### config.mk
export PLATFORM = sky130hd
export DESIGN_NAME = axi4_burst_master
export DESIGN_NICKNAME = d
export VERILOG_FILES = /design/src/rtl/axi4_burst_master.sv
export SDC_FILE = /design/constraint.sdc
export NUM_CORES = 1
export LEC_CHECK = 0
export BUFFER_PORTS_ARGS = -buffer_cell sky130_fd_sc_hd__buf_2
export CAP_MARGIN = 20
export CORE_MARGIN = 5
export CORE_UTILIZATION = 24
export DETAILED_ROUTE_END_ITERATION = 12
export PLACE_DENSITY = 0.56
export SLEW_MARGIN = 20
export SYNTH_ARGS = -nofsm -noshare
export SYNTH_HDL_FRONTEND = slang
export SYNTH_SLANG_ARGS = --single-unit
### constraint.sdc
create_clock -name aclk -period 6 [get_ports aclk]
set_clock_uncertainty 0.1 [all_clocks]
set_input_delay 0.6 -clock aclk [delete_from_list [all_inputs] [get_ports aclk]]
set_output_delay 0.6 -clock aclk [all_outputs]
set_load 0.02 [all_outputs]
### src/rtl/axi4_burst_master.sv
// axi4_burst_master: turns one local command into a single AXI4 INCR burst
// (write or read), with 4 KB boundary, response-ID and burst-length checks.
// One transaction is outstanding at a time.
//
// Handshake semantics: every valid/ready pair transfers exactly on a rising
// edge where both are high; a valid, once raised, is held with stable
// payload until its ready is seen.
module axi4_burst_master #(
    parameter int DATA_W = 32,
    parameter int ADDR_W = 32,
    parameter int ID_W   = 4
) (
    input  logic                  aclk,
    input  logic                  areset,
    // local command port
    input  logic                  cmd_valid,
    output logic                  cmd_ready,
    input  logic                  cmd_write,
    input  logic [ADDR_W-1:0]     cmd_addr,
    input  logic [7:0]            cmd_len,
    input  logic [ID_W-1:0]       cmd_id,
    // local write-data stream
    input  logic [DATA_W-1:0]     wr_data,
    input  logic [DATA_W/8-1:0]   wr_strb,
    input  logic                  wr_valid,
    output logic                  wr_ready,
    // local read-data stream
    output logic [DATA_W-1:0]     rd_data,
    output logic                  rd_last,
    output logic                  rd_valid,
    input  logic                  rd_ready,
    // completion
    output logic                  done_valid,
    output logic                  done_write,
    output logic [1:0]            done_resp,
    // FSM observation
    output logic [2:0]            fsm_state,
    // AW channel
    output logic [ID_W-1:0]       awid,
    output logic [ADDR_W-1:0]     awaddr,
    output logic [7:0]            awlen,
    output logic [2:0]            awsize,
    output logic [1:0]            awburst,
    output logic                  awlock,
    output logic [3:0]            awcache,
    output logic [2:0]            awprot,
    output logic [3:0]            awqos,
    output logic [0:0]            awuser,
    output logic                  awvalid,
    input  logic                  awready,
    // W channel
    output logic [DATA_W-1:0]     wdata,
    output logic [DATA_W/8-1:0]   wstrb,
    output logic                  wlast,
    output logic [0:0]            wuser,
    output logic                  wvalid,
    input  logic                  wready,
    // B channel
    input  logic [ID_W-1:0]       bid,
    input  logic [1:0]            bresp,
    input  logic [0:0]            buser,
    input  logic                  bvalid,
    output logic                  bready,
    // AR channel
    output logic [ID_W-1:0]       arid,
    output logic [ADDR_W-1:0]     araddr,
    output logic [7:0]            arlen,
    output logic [2:0]            arsize,
    output logic [1:0]            arburst,
    output logic                  arlock,
    output logic [3:0]            arcache,
    output logic [2:0]            arprot,
    output logic [3:0]            arqos,
    output logic                  arvalid,
    input  logic                  arready,
    // R channel
    input  logic [ID_W-1:0]       rid,
    input  logic [DATA_W-1:0]     rdata,
    input  logic [1:0]            rresp,
    input  logic                  rlast,
    input  logic                  rvalid,
    output logic                  rready
);

    localparam int SIZE = $clog2(DATA_W / 8);

    typedef enum logic [2:0] {
        S_IDLE = 3'd0,
        S_AW   = 3'd1,
        S_W    = 3'd2,
        S_B    = 3'd3,
        S_AR   = 3'd4,
        S_R    = 3'd5,
        S_DONE = 3'd6
    } state_t;

    state_t            state_q, state_d;
    logic [ADDR_W-1:0] addr_q;
    logic [7:0]        len_q;
    logic [7:0]        beat_q;
    logic [ID_W-1:0]   id_q;
    logic              write_q;
    logic [1:0]        resp_q;

    logic [ADDR_W-1:0] cmd_base;
    logic [ADDR_W-1:0] cmd_end;
    logic              crosses;
    logic              w_hs;
    logic              r_hs;
    logic              last_beat;
    logic [1:0]        r_resp_next;
    logic              unused;

    // The start address is aligned to the bus width before any use.
    assign cmd_base  = {cmd_addr[ADDR_W-1:SIZE], {SIZE{1'b0}}};
    assign cmd_end   = cmd_base + ((ADDR_W'(cmd_len) + ADDR_W'(1)) << SIZE) - ADDR_W'(1);
    assign crosses   = cmd_base[ADDR_W-1:12] != cmd_end[ADDR_W-1:12];
    assign last_beat = beat_q == len_q;
    assign w_hs      = (state_q == S_W) && wr_valid && wready;
    assign r_hs      = (state_q == S_R) && rvalid && rd_ready;
    assign unused    = ^{buser, cmd_addr[SIZE-1:0]};

    // Read response accumulation: numeric max, forced to SLVERR on ID or length errors.
    always_comb begin
        r_resp_next = (rresp > resp_q) ? rresp : resp_q;
        if ((rid != id_q) || (rlast != last_beat)) begin
            r_resp_next = 2'b10;
        end
    end

    // State register.
    always_ff @(posedge aclk) begin
        if (areset) begin
            state_q <= S_IDLE;
        end else begin
            state_q <= state_d;
        end
    end

    // Next-state logic.
    always_comb begin
        state_d = state_q;
        case (state_q)
            S_IDLE: if (cmd_valid) state_d = crosses ? S_DONE : (cmd_write ? S_AW : S_AR);
            S_AW:   if (awready) state_d = S_W;
            S_W:    if (w_hs && last_beat) state_d = S_B;
            S_B:    if (bvalid) state_d = S_DONE;
            S_AR:   if (arready) state_d = S_R;
            S_R:    if (r_hs && rlast) state_d = S_DONE;
            S_DONE: state_d = S_IDLE;
            default: state_d = S_IDLE;
        endcase
    end

    // Command latch, beat counter and response accumulator.
    always_ff @(posedge aclk) begin
        if (areset) begin
            addr_q  <= '0;
            len_q   <= '0;
            id_q    <= '0;
            write_q <= 1'b0;
            beat_q  <= '0;
            resp_q  <= 2'b00;
        end else begin
            case (state_q)
                S_IDLE: begin
                    if (cmd_valid) begin
                        addr_q  <= cmd_base;
                        len_q   <= cmd_len;
                        id_q    <= cmd_id;
                        write_q <= cmd_write;
                        beat_q  <= '0;
                        resp_q  <= crosses ? 2'b10 : 2'b00;
                    end
                end
                S_W: begin
                    if (w_hs) beat_q <= beat_q + 8'd1;
                end
                S_B: begin
                    if (bvalid) resp_q <= (bid != id_q) ? 2'b10 : bresp;
                end
                S_R: begin
                    if (r_hs) begin
                        beat_q <= beat_q + 8'd1;
                        resp_q <= r_resp_next;
                    end
                end
                S_DONE: resp_q <= 2'b00;
                default: ;
            endcase
        end
    end

    // Per-state handshake outputs; data paths pass straight through.
    always_comb begin
        cmd_ready  = 1'b0;
        awvalid    = 1'b0;
        wvalid     = 1'b0;
        wr_ready   = 1'b0;
        wlast      = 1'b0;
        bready     = 1'b0;
        arvalid    = 1'b0;
        rready     = 1'b0;
        rd_valid   = 1'b0;
        rd_last    = 1'b0;
        done_valid = 1'b0;
        case (state_q)
            S_IDLE: cmd_ready = 1'b1;
            S_AW:   awvalid = 1'b1;
            S_W: begin
                wvalid   = wr_valid;
                wr_ready = wready;
                wlast    = last_beat;
            end
            S_B:    bready = 1'b1;
            S_AR:   arvalid = 1'b1;
            S_R: begin
                rready   = rd_ready;
                rd_valid = rvalid;
                rd_last  = rlast;
            end
            S_DONE: done_valid = 1'b1;
            default: ;
        endcase
    end

    assign fsm_state  = state_q;
    assign done_write = write_q;
    assign done_resp  = resp_q;

    assign awid    = id_q;
    assign awaddr  = addr_q;
    assign awlen   = len_q;
    assign awsize  = 3'(SIZE);
    assign awburst = 2'b01;
    assign awlock  = 1'b0;
    assign awcache = 4'd0;
    assign awprot  = 3'd0;
    assign awqos   = 4'd0;
    assign awuser  = 1'b0;

    assign wdata   = wr_data;
    assign wstrb   = wr_strb;
    assign wuser   = 1'b0;

    assign arid    = id_q;
    assign araddr  = addr_q;
    assign arlen   = len_q;
    assign arsize  = 3'(SIZE);
    assign arburst = 2'b01;
    assign arlock  = 1'b0;
    assign arcache = 4'd0;
    assign arprot  = 3'd0;
    assign arqos   = 4'd0;

    assign rd_data = rdata;

endmodule

# == Yosys cells after proc, flatten, opt, wreduce, memory -nomap -nowiden ==
# Cells that the tools add are included.
# totals
ff_bits,56
mem_bits_ro,0
mem_count,0
wordCells,78
ramBits,0
latchBits,0
inputBits,137
# classes
mux,32
shift,0
reduce_logical,14
eq_ne,20
n_mul,0
bitwise_logic,0
magnitude_cmp,1
n_addsub,4
n_div,0
# ops
operator,n
adder 32 x 11 -> 32 bit,1
subtractor 32 x 1 -> 32 bit (second input constant),1
two-way mux 3 bit,8
two-way mux 8 bit,3
one-hot mux 8 bit (3 select lines),1
!= test 20 bit,1
one-hot mux 3 bit (6 select lines),1
two-way mux 2 bit,7
!= test 2 bit (second input constant),6
two-way mux 1 bit,11
adder 8 x 1 -> 9 bit (second input constant),1
== test 3 bit (second input constant),3
adder 8 x 1 -> 8 bit (second input constant),1
== test 8 bit,1
!= test 4 bit,2
one-hot mux 2 bit (4 select lines),1
== test 3 x 2 -> 1 bit (second input constant),2
logical AND 1 bit,6
AND reduction 6 bit,1
AND reduction 5 bit,1
!= test 2 x 1 -> 1 bit (second input constant),2
AND reduction 4 bit,1
nonzero test 4 bit,1
== test 3 x 1 -> 1 bit (second input constant),1
other kinds (7),7

# == Logic depth before layout (Yosys ltp) ==
# logic_depth
depth_word,7
ltp_mapped,16
ltp_nobuf,16

# == Least setup slack after synthesis ==
# No wires, ideal clock.
# synth_timing
path_kind,input-to-reg
start,input port cmd_len[0]
end,register state_q[2] (netlist: fsm_state[2])
t_required_ns,5.778
t_arrival_ns,4.106
cell_stages,16
slack_ns,1.672
path_cell_list,ha_1 -> nand3_1 -> nor2_1 -> nand3_1 -> ha_1 -> inv_1 -> ha_1 -> and2_1 -> o21ai_1 -> and2_1 -> or4_1 -> nand2_1 -> o211ai_1 -> or4_4 -> or4b_1 -> o311a_1
# synth_between
elab_chain_len,7
# synth_lines
item,line,source
from (decl),20,"input logic [7:0] cmd_len,"
adder 8 x 1 -> 9 bit,116,assign cmd_end = cmd_base + ((ADDR_W'(cmd_len) + ADDR_W'(1)) << SIZE) - ADDR_W'(1);
adder 32 x 11 -> 32 bit,116,
subtractor 32 x 1 -> 32 bit,116,
!= test 20 bit,117,assign crosses = cmd_base[ADDR_W-1:12] != cmd_end[ADDR_W-1:12];
two-way mux 3 bit (2 in a row),144,S_IDLE: if (cmd_valid) state_d = crosses ? S_DONE : (cmd_write ? S_AW : S_AR);
one-hot mux 3 bit (6 select lines),143,case (state_q)
to (signal assigned),136,state_q <= state_d;
to (decl),97,"state_t state_q, state_d;"
# No other way between the ends. The select of a mux whose other input is x is not followed.
# A chain may end at the register's enable or synchronous reset.

# == Worst setup path in the final report ==
# Ends and elaborated chain as after synthesis.

==> results.yml <==
synth:
  synth_seq_cells: 56
  async_flop_share_pct: 0
  synth.avg_cell_area_um2: 7.07
  synth_edf_count: 0
  syn_area_um2: 5910
  synth_ff_type: "dfxtp_1"
  ys_types: 65
  ys_seq_area_share_pct: 19.0
  synthCells: 836
  ys_warn_count: 0
sta:
  maxSlewViolCount: 0
  relSlewSlack_pct: 32.6
  tns_ns: 0
  hold_viol_final: 0
  timing.final.crit_share_pct: 75.3
  tightest_slew_ns: 1.01
  min_period_ns: 4.52
  timing.fmax_mhz: 221
  setup_viol: 0
  rsz0062_at_grt: "no"
  finalWorstSetupSlack_ns: 1.48
critical_path:
  cp.required_ns: 6.10
  startpoint_type: "input port"
  cp-end-kind: "register"
  worst-path-max-fanout: 6
  worst_ep_arrival_time_ns: 4.62
  path_class: "input port to register"
clock_tree:
  ctsLongestPathBuffers: 2
  cts-root-buf: "clkbuf_16"
  htree_levels: 2
  cts_tree: "yes"
  clock-sinks: 56
  holdBufCountCts: 0
  clkTransAtPathRegs_ns: 0.08
  clk_latency_ns: 0.31
  cts_resized: 0
  post-cts-setup-buffer-count: 0
  numCtsBuffers: 5
grt:
  grt_pass1_vias: 5317
  grt_max_degree: 56
  grt_usage_pct: 12.1
  overflow: 0
  grt_pass1_wl_um: 28000
  antenna_found_initial: 1
layout:
  fillers: 2740
  syn2layout_area_growth_pct: 5.52
  antenna_cells: 0
  final_common_cell: "buf_2"
  final_layout_size_suffix_gt1_share_pct: 21.5
  final_cell_area_um2: 6240
  layout.nets: 1050
  mostFrequentLayoutCells: "buf_2 (166), nand2_1 (130), a21oi_1 (90)"
place:
  gp_congestion: 0.880
  placed_area_um2: 6090
  place_hpwl_um: 13700
  port_buffers: 166
  preCtsSetupSlack_ns: 1.18
route:
  postRouteAntennaNets: 0
  drt_iter0_markers: 211
  dr.pass1.iters: 4
  drt_wl_total_um: 17500
  viasPerCell: 4.52
  wl_per_cell_um: 14.6
  route.detailed.drc: 0
  vias: 5421
status:
  status: "finished, final reports clean"
die:
  start_util_pct: 24.3
  io_pins: 346
  die_area_um2: 27900
  rows: 57
  die_x_um: 167
  coreArea_um2: 24300
  die_h_um: 167
pwr:
  ir_worst_vdd_mv: 0.193
  p_leak_nw: 2.99
  p_per_area_nw_per_um2: 303
flow_run:
  drv_cap: 0
worst_hold_path:
  hp-class: "register to register"
power by group:
group	internal [mW]	switching, mW
clock	0.160	0.172
sequential	0.445	0.0836
combinational	0.341	0.689
total	0.946	0.945
final cells by class:
type	instances	area, um2	share of cell area, %
flip-flops and latches	56	1120	18.0
clock buffers	5	125	2.01
inverters	56	210	3.37
clock inverters	3	27.5	0.441
well taps	324	405	6.50
multi-input cells	587	3500	56.2
repair buffers	168	846	13.6
cell usage after synthesis (12+ instances only):
cell type	count	area, um2
ha_1	39	488
nand2_1	131	492
nor2_1	40	150
xor2_1	23	201
clkbuf_1	21	78.8
and2_1	12	75.1
nand3_1	16	80.1
a21oi_1	90	450
buf_4	150	1130
xnor2_1	20	175
nand4_1	15	93.8
dfxtp_1	56	1120
inv_1	56	210
nor3_1	13	65.1
o21ai_0	21	105
state kept, by name, summed over array words and instances, names as in the netlist:
signal      cells
fsm_state       3
arlen           8
beat_q          8
arid            4
done_write      1
done_resp       2
araddr         30
worst paths after layout:
check                                  start           end  slack [ns]  depth (start not counted)
worst max register to register  fsm_state[1]  fsm_state[2]        3.31                          9
worst min register to register    done_write    done_write        0.36                          2
worst min-delay path              done_write    done_write        0.36                          2
worst max-delay path              cmd_len[0]  fsm_state[2]        1.48                         17
cells by family after synthesis:
family                   after synthesis  share of synthesized area (%)
multiplexers                           4                          0.698
AND/OR/NAND/NOR                      269                           21.2
buffers and inverters                231                           24.2
XOR/XNOR                              43                           6.37
AO/OA/AOI/OAI                        192                           20.2
other                                  2                          0.127
adder cells (fa/ha/maj)               39                           8.25
flip-flops                            56                           19.0
worst max-delay path: stages:
cell and delay, ns:
buf_2 0.12, ha_1 0.19, nand3_1 0.12, nor2_1 0.18, nand3_1 0.13, ha_1 0.29
inv_1 0.04, ha_1 0.34, and2_1 0.27, o21ai_1 0.15, and2_1 0.19, or4_1 0.42
nand2_1 0.14, o211ai_1 0.11, or4_4 0.51, or4b_1 0.51, o311a_1 0.30
through the flow:
step	power [mW]	util (%)	hold slack [ns]	cells
after floorplan	1.39	-	0.433	874
after detailed placement	1.58	25.0	0.349	1191
after global placement	1.57	25.0	0.343	1191
final	1.89	25.7	0.357	1199
after global routing	2.05	25.7	0.394	1199
after CTS	1.93	25.7	0.363	1199
metal layers:
| layer | vias up | wire length [um] | part of all wire [%] | track usage, % |
|---|---|---|---|---|
| met2 | 181 | 8240 | 47 | 20.7 |
| met3 | 23 | 1230 | 7.0 | 2.68 |
| met5 | - | 20 | 0.11 | 0 |
| li1 | 2753 | - | - | - |
| met4 | 2 | 302 | 1.7 | 3.09 |
| met1 | 2462 | 7700 | 44 | 15.3 |
No activity file was read; power rests on OpenSTA's default activity.
